==> src/rtl/dummy_accelerator_result_fifo.sv <==
// Result buffer between the dummy accelerator and writeback: a fully registered
// FIFO of {result, tag} entries with flush, occupancy and full/empty flags.
module dummy_accelerator_result_fifo #(
    parameter int WIDTH     = 32,
    parameter int TAG_WIDTH = 5,
    parameter int DEPTH     = 4
) (
    input  logic                         clk_i,
    input  logic                         rst_i,
    input  logic                         flush_i,
    input  logic                         valid_i,
    output logic                         ready_o,
    input  logic [WIDTH-1:0]             result_i,
    input  logic [TAG_WIDTH-1:0]         tag_i,
    output logic                         valid_o,
    input  logic                         ready_i,
    output logic [WIDTH-1:0]             result_o,
    output logic [TAG_WIDTH-1:0]         tag_o,
    output logic [$clog2(DEPTH+1)-1:0]   count_o,
    output logic                         full_o,
    output logic                         empty_o
);

    localparam int PTR_W   = $clog2(DEPTH);
    localparam int CNT_W   = $clog2(DEPTH+1);
    localparam int ENTRY_W = WIDTH + TAG_WIDTH;
    localparam logic [CNT_W-1:0] DEPTH_C = CNT_W'(DEPTH);

    logic [ENTRY_W-1:0] storage [DEPTH];
    logic [PTR_W-1:0]   wr_ptr_reg;
    logic [PTR_W-1:0]   rd_ptr_reg;
    logic [CNT_W-1:0]   count_reg;
    logic               write_en;
    logic               read_en;
    logic [ENTRY_W-1:0] head;

    // Every handshake output is a function of the registered count only.
    assign full_o   = (count_reg == DEPTH_C);
    assign empty_o  = (count_reg == '0);
    assign ready_o  = !full_o;
    assign valid_o  = !empty_o;
    assign count_o  = count_reg;

    // Flush wins over both handshakes taking place in the same cycle.
    assign write_en = valid_i && ready_o && !flush_i;
    assign read_en  = valid_o && ready_i && !flush_i;

    assign head     = storage[rd_ptr_reg];
    assign result_o = empty_o ? '0 : head[ENTRY_W-1:TAG_WIDTH];
    assign tag_o    = empty_o ? '0 : head[TAG_WIDTH-1:0];

    // Storage is intentionally left out of reset; stale entries are masked by empty_o.
    always_ff @(posedge clk_i) begin
        if (write_en) begin
            storage[wr_ptr_reg] <= {result_i, tag_i};
        end
    end

    always_ff @(posedge clk_i or posedge rst_i) begin
        if (rst_i) begin
            wr_ptr_reg <= '0;
            rd_ptr_reg <= '0;
            count_reg  <= '0;
        end else if (flush_i) begin
            wr_ptr_reg <= '0;
            rd_ptr_reg <= '0;
            count_reg  <= '0;
        end else begin
            if (write_en) begin
                wr_ptr_reg <= wr_ptr_reg + 1'b1;
            end
            if (read_en) begin
                rd_ptr_reg <= rd_ptr_reg + 1'b1;
            end
            case ({write_en, read_en})
                2'b10:   count_reg <= count_reg + 1'b1;
                2'b01:   count_reg <= count_reg - 1'b1;
                default: count_reg <= count_reg;
            endcase
        end
    end

`ifndef SYNTHESIS
    ap_no_push_full: assert property (@(posedge clk_i) disable iff (rst_i)
        !(valid_i && ready_o && count_reg == DEPTH_C));

    ap_no_pop_empty: assert property (@(posedge clk_i) disable iff (rst_i)
        !(valid_o && ready_i && count_reg == '0));

    ap_count_ptrs: assert property (@(posedge clk_i) disable iff (rst_i)
        (count_reg == DEPTH_C) ? (wr_ptr_reg == rd_ptr_reg)
                               : (count_reg == CNT_W'(PTR_W'(wr_ptr_reg - rd_ptr_reg))));

    // A stalled head must not change until writeback takes it.
    ap_head_stable: assert property (@(posedge clk_i) disable iff (rst_i)
        $past(valid_o && !ready_i && !flush_i && !rst_i) |->
            (valid_o && result_o == $past(result_o) && tag_o == $past(tag_o)));
`endif

endmodule

==> config.mk <==
export PLATFORM = sky130hd
export DESIGN_NAME = dummy_accelerator_result_fifo
export DESIGN_NICKNAME = d
export VERILOG_FILES = /design/src/rtl/dummy_accelerator_result_fifo.sv
export SDC_FILE = /design/constraint.sdc
export NUM_CORES = 1
export LEC_CHECK = 0
export BUFFER_PORTS_ARGS = -buffer_cell sky130_fd_sc_hd__buf_2
export CORE_ASPECT_RATIO = 0.5
export CORE_UTILIZATION = 30
export CTS_CLUSTER_SIZE = 10
export DETAILED_ROUTE_END_ITERATION = 8
export HOLD_SLACK_MARGIN = 0.05
export PLACE_DENSITY = 0.55
export SLEW_MARGIN = 20
export SYNTH_ARGS = -nofsm -noshare
export SYNTH_HDL_FRONTEND = slang
export SYNTH_SLANG_ARGS = --single-unit
==> constraint.sdc <==
create_clock -name clk_i -period 4.9 [get_ports clk_i]
set_input_delay 0.245 -clock clk_i [delete_from_list [all_inputs] [get_ports clk_i]]
set_output_delay 0.245 -clock clk_i [all_outputs]
set_load 0.01 [all_outputs]
==> Word level (Yosys, flattened, before mapping) <==
Memories as Yosys holds them, arrays and structs flattened.
Cells that the tools add are included.
{ "totals": {"ramBits": 148, "out_inout_bits": 44, "inputBits": 42, "reg_bits": 7, "word_cells": 32, "memories": 1} }
{ "memory_table": {"columns": ["memory", "depth", "word_bits", "rd", "rd_ports_with_merged_regs", "wr", "line_no", "text"], "rows": [
  ["storage", 4, 37, 1, 0, 1, "29", "logic [ENTRY_W-1:0] storage [DEPTH];"]
]} }
{ "op_classes": {"eq_ne": 3, "reduce_logical": 11, "muxes": 10, "n_addsub": 4} }
{ "op_table": {"columns": ["op", "count"], "rows": [
  ["two-way mux 32 bit", 1],
  ["two-way mux 2 bit", 4],
  ["one-hot mux 3 bit (2 select lines)", 1],
  ["two-way mux 5 bit", 1],
  ["adder 2 x 1 -> 2 bit, second input constant", 2],
  ["logical AND 1 bit", 4],
  ["nonzero test 2 bit", 2],
  ["adder 3 x 1 -> 3 bit, second input constant", 1],
  ["equality test 3 bit, second input constant", 1],
  ["zero test 1 bit", 3],
  ["zero test 3 bit", 1],
  ["two-way mux 3 bit", 1],
  ["nonzero test 3 bit", 1],
  ["subtractor 3 x 1 -> 3 bit, second input constant", 1],
  ["equality test 2 x 1 -> 1 bit, second input constant", 1],
  ["equality test 2 bit, second input constant", 1],
  ["two-way mux 1 bit", 2]
]} }

==> Logic depth before layout (Yosys ltp) <==
Gate-level depths: netlist of the first run.
{ "logic_depth": {"word_depth": 7, "ltp_mapped": 7} }

==> Worst setup path after synthesis of the first run <==
No wires, ideal clock.
{ "synth_path": {"kind": "register to register", "start": "register count_reg[2] (netlist: count_o[2])", "end": "memory storage[0][0] (netlist name) (enable)", "path_stages_with_launch": 6, "setup_time_ps": 398, "n_path_buf": 1, "setup_slack_ps": 2423, "arrival_ps": 2079, "cell_sequence": "dfrtp_1 > buf_2 > or3b_4 > inv_1 > nor3_1 > and2_1"} }
{ "synth_between": {"elab_chain_len": 6} }
{ "synth_lines": {"columns": ["element", "line_no", "text"], "rows": [
  ["start, declared", "32", "logic [CNT_W-1:0] count_reg;"],
  ["start signal, assigned", "76", "2'b10: count_reg <= count_reg + 1'b1;"],
  ["start signal, assigned", "77", "2'b01: count_reg <= count_reg - 1'b1;"],
  ["start signal, assigned", "78", "default: count_reg <= count_reg;"],
  ["equality test 3 bit", "38", "assign full_o = (count_reg == DEPTH_C);"],
  ["zero test 1 bit", "40", "assign ready_o = !full_o;"],
  ["via ready_o", "12", "output logic ready_o,"],
  ["logical AND 1 bit (2 in series)", "45", "assign write_en = valid_i && ready_o && !flush_i;"],
  ["two-way mux 1 bit", "54", "if (write_en) begin"],
  ["two-way mux 1 bit (implied by the code)", "55", "storage[wr_ptr_reg] <= {result_i, tag_i};"],
  ["end, declared", "29", null]
]} }
The timed path passes the listed nets, and every way through them passes these cells.

==> Worst setup path after layout of the first run <==
{ "layout_path": {"start": "register rd_ptr_reg[0]", "end": "output result_o[20]"} }
{ "layout_between": {"elab_chain_len": 2} }
{ "layout_lines": {"columns": ["element", "line_no", "text"], "rows": [
  ["start, declared", "31", "logic [PTR_W-1:0] rd_ptr_reg;"],
  ["start signal, assigned", "73", "rd_ptr_reg <= rd_ptr_reg + 1'b1;"],
  ["memory read (4 x 37 bit)", null, null],
  ["two-way mux 32 bit", "49", "assign result_o = empty_o ? '0 : head[ENTRY_W-1:TAG_WIDTH];"],
  ["end, declared", "17", "output logic [WIDTH-1:0] result_o,"]
]} }
Every way passes these cells.

==> impl_metrics.toml, run 1 <==
[timing]
worst_pin_slew_ps = 1090
maxSlewViolCount = 0
worst_slack_ps = 1980
finalSetupViolations = 0
slew_headroom_pct = 27.3
finalCritPeriodShare_pct = 59.5
fmax_mhz = 343
skew_ps = 12.6
hold_viol_final = 0
grt_setup_unrepaired = "false"
fin_crit_ps = 2920
setup_tns_ps = 0

[clocking]
cts_buffers = 17
cts_tree = "built"
h-tree-depth = 4
clkLatencyLatePin_ps = 410
cts_max_path_buffers = 2
cts_setup_buffers = 0
cts.clk_slew.worst_paths_ps = 60
clkSinkCount = 155
root_buffer = "clkbuf_16"

[power]
power.share.combinational_pct = 10.7
internal_power_mw = 2.32
p_switching_mw = 0.735
peakVddDrop_uv = 269
switching_share_pct = 24.1
pwr-share-seq_pct = 50.1
power.density_mw_per_mm2 = 393
p_clk_share_pct = 39.2
leakagePower_nw = 2.66

[worst_setup_path]
critical_path_arrival_ps = 2670
critPathMaxStageDelay_ps = 970
worst-path-buf-inv = 2
end_kind = "primary output"
cp_slowest_cell = "dfrtp_2"
crit_chain = "buf_4 -> mux4_2 -> nor2b_1 -> buf_2"
crit_family = "flip-flops"
critPathLaunchType = "flop"
worstPathRequired_ps = 4660
r2r_slack_ps = 2350
crit_path_max_fanout = 26
crit_type = "reg2out"

[routing]
vias = 3133
via_per_inst = 4.43
drt-pass1-iter-count = 4
wl_per_cell_um = 17.1
drt-total-wl_um = 12100
drt_iter0_markers = 138
drc = 0
postRouteAntennaNets = 0

[hold_path]
hold_path_class = "in2reg"

[placement]
io_buffers = 85
postPlaceCellArea_mm2 = 0.00687
gp_congestion = 0.701
pre_cts_slack_ps = 2270
dp.final_hpwl_um = 7200

[global_routing]
grt_pass1_wl_um = 18700
grt_busiest_layer = "met2"
grt-ovfl-total = 0
globalRouteMet1Util_pct = 15.5
met2_usage_pct = 20.6
grt_max_degree = 39
grt.total_usage_pct = 12.3
antenna_found_initial = 0
grt_pass1_vias = 3409
met3_usage_pct = 3.04

[yosys]
syn_area_mm2 = 0.00615
syn_inst = 301
synth_edf_count = 148
postSynth.asyncResetShare_pct = 4.52
avgSynthCellArea_um2 = 20.4
ys_seq_area_share_pct = 75.1
ys_warn_count = 0
synth_flop_cell = "edfxtp_1"
syn-num-nets = 348
ys_ff_latch = 155
ys_types = 34

[layout]
final_util_pct = 39.3
nNetsFinal = 475
largest_register_ff_count = 148
synthToLayoutAreaGrowth_pct = 26.4
design_area_mm2 = 0.00777
top_register = "storage"
antenna_cells = 0
drive_gt1_share_pct = 37.9

[die]
fp.dieH_um = 103
die_area_mm2 = 0.0211
coreArea_mm2 = 0.0198
floorplan.initialDensity_pct = 31.1
io_pins = 86
fp.dieW_um = 204
rows = 36

[job]
max_cap_viol_count = 0

[status]
status = "finished, final reports clean"
metrics by stage:
stage / total power, mW / cells / hold slack, ps
floorplan: 1.75 / 301 / 48.4
global placement: 1.87 / 638 / 199
detailed placement: 1.87 / 639 / 198
CTS: 3.10 / 706 / 53.2
global route: 3.18 / 707 / 50.6
finish: 3.05 / 707 / 66.0
cells in the final DEF (no fill, tap or decap), types with 3 or more instances in the layout:
master,count
nand3_1,4
nor2b_1,37
clkbuf_16,17
edfxtp_1,148
ha_1,4
clkinvlp_4,7
buf_4,4
buf_2,85
inv_1,8
mux4_2,37
dfrtp_1,5
a21oi_1,3
inv_6,5
dlygate4sd3_1,36
and2_2,3
nor2_1,5
worst paths after layout:
| path | start | cells after the start | to |
|---|---|---|---|
| max in group asynchronous | rst_i | 3 | rd_ptr_reg[0] |
| worst max-delay path | rd_ptr_reg[0] | 4 | result_o[20] |
| worst max register to register | count_o[0] | 5 | storage[2][10] |
| min in group asynchronous | rst_i | 3 | rd_ptr_reg[1] |
| worst min register to register | wr_ptr_reg[1] | 2 | wr_ptr_reg[1] |
| worst min-delay path | result_i[15] | 1 | storage[0][20] |
layer usage:
| metal | up-vias | wire length [µm] |
|---|---|---|
| met4 | 0 | 89 |
| met1 | 1642 | 5560 |
| met3 | 6 | 217 |
| met2 | 33 | 6220 |
| met5 | - | 0 |
| li1 | 1452 | - |
cell type report:
cell class	instances	area, µm²
fill	1781	12000
tap	266	333
inverter	8	30.0
sequential	155	4620
timing repair buffer	126	836
multi-input combinational	120	1410
clock inverter	13	108
clock buffer	19	433
power by group through the flow:
stage | Sequential, mW | Clock, mW | Combinational [mW]
3_5_place_dp | 1.56 | 0 | 0.315
6_report | 1.53 | 1.20 | 0.328
5_1_grt | 1.54 | 1.28 | 0.364
2_1_floorplan | 1.53 | 0 | 0.220
3_3_place_gp | 1.56 | 0 | 0.310
4_1_cts | 1.53 | 1.23 | 0.338
cell families after synthesis:
| kind of cell | count (synthesis) | share of synthesized area [%] |
|---|---|---|
| mux | 38 | 13.7 |
| flops | 155 | 75.1 |
| fa+ha+maj | 5 | 1.14 |
| buf+inv | 26 | 2.14 |
| simple gates | 60 | 5.86 |
| xor+xnor | 3 | 0.427 |
| compound gates | 14 | 1.57 |
what timing repair did:
item,CTS,global route
hold buffers,35,1
gates resized for setup,0,0
hold endpoints to repair,141,4
endpoints found under the setup margin,0,0
cell usage after synthesis, drive strengths merged (3+ instances only):
cell type  number  area share, %
ha              4           0.81
nor2b          37            3.8
buf            11            1.2
mux4           37             14
edfxtp        148             72
inv             8           0.49
nor2            5           0.31
and2            4           0.41
nand3           4           0.33
a21oi           3           0.24
dfrtp           7            2.8
nor3            3           0.33
clkbuf          7           0.43
(Power assumes the default switching activity.)
==> inputs of run 2 (changes only) <==
==> constraint.sdc (replaced) <==
create_clock -name clk_i -period 3 [get_ports clk_i]
set_input_delay 0.15 -clock clk_i [delete_from_list [all_inputs] [get_ports clk_i]]
set_output_delay 0.15 -clock clk_i [all_outputs]
set_load 0.01 [all_outputs]
==> impl_metrics.toml, run 2 (synthesis results as in run 1) <==
[layout]
drive_gt1_share_pct = 38.5
synthToLayoutAreaGrowth_pct = 28.6
final_cell_mix = "edfxtp_1, buf_2, dlygate4sd3_1, mux4_2, nor2b_1"
final_util_pct = 40.0
largest_register_ff_count = 148
antenna_cells = 0
nNetsFinal = 483
top_register = "storage"
final_common_cell = "edfxtp_1"
design_area_mm2 = 0.00790

[clocking]
clkLatencyLatePin_ps = 400
cts.clk_slew.worst_paths_ps = 60
h-tree-depth = 4
root_buffer = "clkbuf_16"
cts_buffers = 17
cts_tree = "built"
cts_max_path_buffers = 2
cts_setup_buffers = 0
clkSinkCount = 155
cts_resized = 0
ctsHoldBuffers = 39

[job]
max_cap_viol_count = 0

[power]
switching_share_pct = 24.3
internal_power_mw = 3.82
power.density_mw_per_mm2 = 639
leakagePower_nw = 2.74
pwr-share-seq_pct = 49.1
p_switching_mw = 1.23
peakVddDrop_uv = 418
p_clk_share_pct = 39.4
power.share.combinational_pct = 11.4

[routing]
drt_iter0_markers = 174
drc = 0
drt-pass1-iter-count = 4
wl_per_cell_um = 16.6
via_per_inst = 4.37
postRouteAntennaNets = 0
drt-total-wl_um = 11900
vias = 3128

[timing]
worst_slack_ps = 615
grt_setup_unrepaired = "false"
fmax_mhz = 419
slew_headroom_pct = 60.8
skew_ps = 8.84
fin_crit_ps = 2390
maxSlewViolCount = 0
finalSetupViolations = 0
setup_tns_ps = 0
hold_slack_ps = 107
hold_viol_final = 0
finalCritPeriodShare_pct = 79.5
worst_pin_slew_ps = 587

[placement]
postPlaceCellArea_mm2 = 0.00696
io_buffers = 85
gp_congestion = 0.696
dp.final_hpwl_um = 7510
pre_cts_slack_ps = 722

[global_routing]
grt.total_usage_pct = 11.9
grt_pass1_wl_um = 18300
antenna_found_initial = 0
grt-ovfl-total = 0
grt_max_degree = 38
grt_pass1_vias = 3285

[die]
floorplan.initialDensity_pct = 31.1
fp.dieW_um = 204
coreArea_mm2 = 0.0198
fp.dieH_um = 103
rows = 36
die_area_mm2 = 0.0211
io_pins = 86

[status]
status = "finished, final reports clean"

[worst_setup_path]
worstPathRequired_ps = 2850
crit_type = "reg2out"
crit_path_max_fanout = 15
critPathLaunchType = "flop"
critical_path_arrival_ps = 2240
end_kind = "primary output"

[hold_path]
hold_path_class = "in2reg"
run 2: routing by layer:
metal	GRT usage, %	wire [µm]	up-vias
met5	0	0	-
met4	4.76	184	0
met3	2.07	263	12
met2	20.5	6110	47
met1	15.1	5340	1601
li1	-	-	1468
run 2: metrics by stage:
stage | cells | total power [mW]
6_report | 715 | 5.05
5_1_grt | 715 | 5.25
3_5_place_dp | 644 | 3.09
3_3_place_gp | 644 | 3.09
2_1_floorplan | 301 | 2.86
4_1_cts | 715 | 5.11
run 2: layout make-up:
| class | instances | area (µm²) |
|---|---|---|
| fill | 1761 | 11900 |
| clock buffer | 17 | 425 |
| timing repair buffer | 134 | 953 |
| tap | 266 | 333 |
| sequential | 155 | 4620 |
| inverter | 8 | 30.0 |
| multi-input combinational | 120 | 1410 |
| clock inverter | 15 | 131 |
run 2: path summary, 6_finish.rpt:
kind | startpoint | to | slack [ps] | cells past startpoint
setup / recovery | rd_ptr_reg[0] | tag_o[3] | 610 | 4
hold / removal | valid_i | wr_ptr_reg[1] | 110 | 3
setup reg to reg | count_o[0] | count_o[2] | 720 | 5
hold reg to reg | wr_ptr_reg[0] | wr_ptr_reg[0] | 600 | 2
max in group asynchronous | rst_i | rd_ptr_reg[1] | 2480 | 3
min in group asynchronous | rst_i | rd_ptr_reg[0] | 280 | 3
run 2: worst max-delay path: stages (launching register included):
cell and delay (ps):
dfrtp_2 750, buf_12 250, mux4_2 520, nor2b_1 160, buf_2 150
run 2: power by group through the flow:
stage	combinational [mW]	clock, mW	sequential (mW)
detailed placement	0.555	0	2.53
global placement	0.559	0	2.53
CTS	0.597	2.03	2.48
global route	0.638	2.13	2.49
finish	0.576	1.99	2.48
floorplan	0.359	0	2.50
==> inputs of run 3 (changes only) <==
--- a/config.mk
+++ b/config.mk
@@ -5,13 +5,14 @@
 export SDC_FILE = /design/constraint.sdc
 export NUM_CORES = 1
 export LEC_CHECK = 0
+export ABC_AREA = 1
 export BUFFER_PORTS_ARGS = -buffer_cell sky130_fd_sc_hd__buf_2
 export CORE_ASPECT_RATIO = 0.5
 export CORE_UTILIZATION = 30
 export CTS_CLUSTER_SIZE = 10
 export DETAILED_ROUTE_END_ITERATION = 8
 export HOLD_SLACK_MARGIN = 0.05
-export PLACE_DENSITY = 0.55
+export PLACE_DENSITY = 0.57
 export SLEW_MARGIN = 20
 export SYNTH_ARGS = -nofsm -noshare
 export SYNTH_HDL_FRONTEND = slang
==> constraint.sdc (replaced) <==
create_clock -name clk_i -period 2 [get_ports clk_i]
set_input_delay 0.1 -clock clk_i [delete_from_list [all_inputs] [get_ports clk_i]]
set_output_delay 0.1 -clock clk_i [all_outputs]
set_load 0.01 [all_outputs]
==> impl_metrics.toml, run 3 <==
[timing]
fmax_mhz = 526
hold_slack_ps = 77.3
worst_slack_ps = 100
fin_crit_ps = 1900
skew_ps = 16.6
maxSlewViolCount = 0
slew_headroom_pct = 76.3
hold_viol_final = 0
grt_setup_unrepaired = "false"
finalCritPeriodShare_pct = 95.0
worst_pin_slew_ps = 355
finalSetupViolations = 0

[worst_setup_path]
critPathLaunchType = "flop"
reg2reg_from = "count_o[1]"
worstPathRequired_ps = 1900
crit_type = "reg2out"
critical_path_arrival_ps = 1800
crit_path_max_fanout = 37
r2r_slack_ps = 130
end_kind = "primary output"
reg2reg_to = "count_o[2]"
r2r_cells = 11

[routing]
postRouteAntennaNets = 0
drt_iter0_markers = 264
wl_per_cell_um = 15.2
vias = 4060
drt-pass1-iter-count = 4
via_per_inst = 4.46
drt-total-wl_um = 13800
drc = 0

[yosys]
ys_warn_count = 0
synth_top_area_share_pct = 71.7
yosys-top-cells-count = "nor2_1, edfxtp_1, o21ai_1"
postSynth.asyncResetShare_pct = 4.52
syn-num-nets = 550
synth_top_cell_by_area = "edfxtp_1"
yosys-top-cells-area = "edfxtp_1, nor2_1, o21ai_1"
syn_area_mm2 = 0.00619
ys_types = 21
ys_ff_latch = 155
ys_seq_area_share_pct = 74.6
synth_edf_count = 148
yosysMostFrequentCell = "nor2_1"
avgSynthCellArea_um2 = 12.3
synth_flop_cell = "edfxtp_1"
syn_inst = 503

[placement]
dp.final_hpwl_um = 8380
gp_congestion = 0.793
pre_cts_slack_ps = 110
place_inst = 843
io_buffers = 85

[hold_path]
worstHoldPathCells = 4
hold_path_class = "in2reg"
min_to = "wr_ptr_reg[0]"
hold_start = "valid_i"

[job]
max_cap_viol_count = 0

[clocking]
cts_max_path_buffers = 2
cts.clk_slew.worst_paths_ps = 50
cts_tree = "built"
clkSinkCount = 155
clkLatencyLatePin_ps = 410
h-tree-depth = 4
root_buffer = "clkbuf_16"
cts_buffers = 17

[layout]
synthToLayoutAreaGrowth_pct = 29.1
largest_register_ff_count = 148
nNetsFinal = 683
antenna_cells = 0
final_common_cell = "nor2_1"
fillers = 1877
final_cell_mix = "nor2_1, edfxtp_1, buf_2, o21ai_1, dlygate4sd3_1"
final_cells = 910
top_register = "storage"
final_util_pct = 40.4
drive_gt1_share_pct = 22.7

[power]
leakagePower_nw = 2.95
internal_power_mw = 6.51
design_power_total_mw = 9.66
switching_share_pct = 32.6
power.share.combinational_pct = 30.8
p_switching_mw = 3.15
pwr-share-seq_pct = 40.2
power.density_mw_per_mm2 = 1210
peakVddDrop_uv = 699
p_clk_share_pct = 29.0

[die]
coreArea_mm2 = 0.0198
floorplan.initialDensity_pct = 31.3
rows = 36
io_pins = 86
die_area_mm2 = 0.0213
fp.dieW_um = 205
fp.dieH_um = 104

[global_routing]
grt_max_degree = 38
antenna_found_initial = 0
grt-ovfl-total = 0
grt_pass1_wl_um = 22100
grt.total_usage_pct = 13.6
grt_pass1_vias = 4141

[status]
status = "finished, final reports clean"
==> run 3: cell types whose count changed in the layout (fill, tap and decap cells not counted), sizes merged, moves of 3 or more <==
cell and delta:
nor2b -37, nor2 +150, mux4 -37, and2 -4, o21ai +76, nand2 +20, nor3 -3, buf +7
a21oi +37
==> run 3: logic make-up after synthesis <==
family	after synthesis	share of synthesized area, %
XOR/XNOR	1	0.141
adder cells (fa/ha/maj)	5	1.13
AO/OA/AOI/OAI	119	9.65
flip-flops	155	74.6
AND/OR/NAND/NOR	179	11.1
buffers and inverters	44	3.37
==> run 3: power groups by stage <==
stage / sequential, mW / clock [mW] / combinational, mW
after floorplan: 3.93 / 0 / 1.70
after global placement: 3.92 / 0 / 2.89
after detailed placement: 3.93 / 0 / 2.90
after CTS: 3.87 / 2.87 / 2.99
after global routing: 3.90 / 3.01 / 3.29
final: 3.88 / 2.80 / 2.98
==> run 3: timing repair <==
action                                 CTS  global route
setup buffers                            0             0
endpoints found under the hold margin  159             0
resized for setup                        3             8
hold buffers                            40             0
setup endpoints to repair               13            13
==> run 3: metrics by stage <==
step	instance area, µm²	setup TNS, ps
finish	8000	0
global route	8000	0
CTS	7970	0
detailed placement	7050	0
global placement	7050	0
floorplan	6200	-55010
==> run 3: layer usage <==
layer  track usage [%]  vias to the layer above  share of wire [%]
li1                  -                     2022                  -
met1              18.1                     1971                 48
met2              22.0                       65                 48
met3              3.71                        2                3.6
met4              3.17                        0               0.36
met5                 0                        -                  0
==> run 3: critical path, stage by stage, from the launching register on <==
cell and delay (ps):
dfrtp_2 470, inv_4 170, buf_12 220, o21ai_1 140, a21oi_2 220, buf_2 160
==> run 3: final cells by class <==
type	instances	area [µm²]	area share [%]
sequential	155	4620	57.8
multi-input combinational	304	1420	17.8
timing repair buffer	142	1050	13.2
clock buffer	17	425	5.32
tap	266	333	4.16
clock inverter	10	81.3	1.02
inverter	16	65.1	0.814
==> run 3: worst max-delay path by stage <==
stage | from | to | slack [ps] | cells after the start
2_1_floorplan | count_o[0] | storage[0][0] | -370 | 6
3_3_place_gp | count_o[1] | count_o[2] | 200 | 11
6_report | rd_ptr_reg[0] | result_o[29] | 100 | 5
5_1_grt | rd_ptr_reg[0] | result_o[1] | 0.7 | 5
3_5_place_dp | count_o[1] | count_o[2] | 110 | 11
4_1_cts | rd_ptr_reg[0] | result_o[13] | 20 | 6
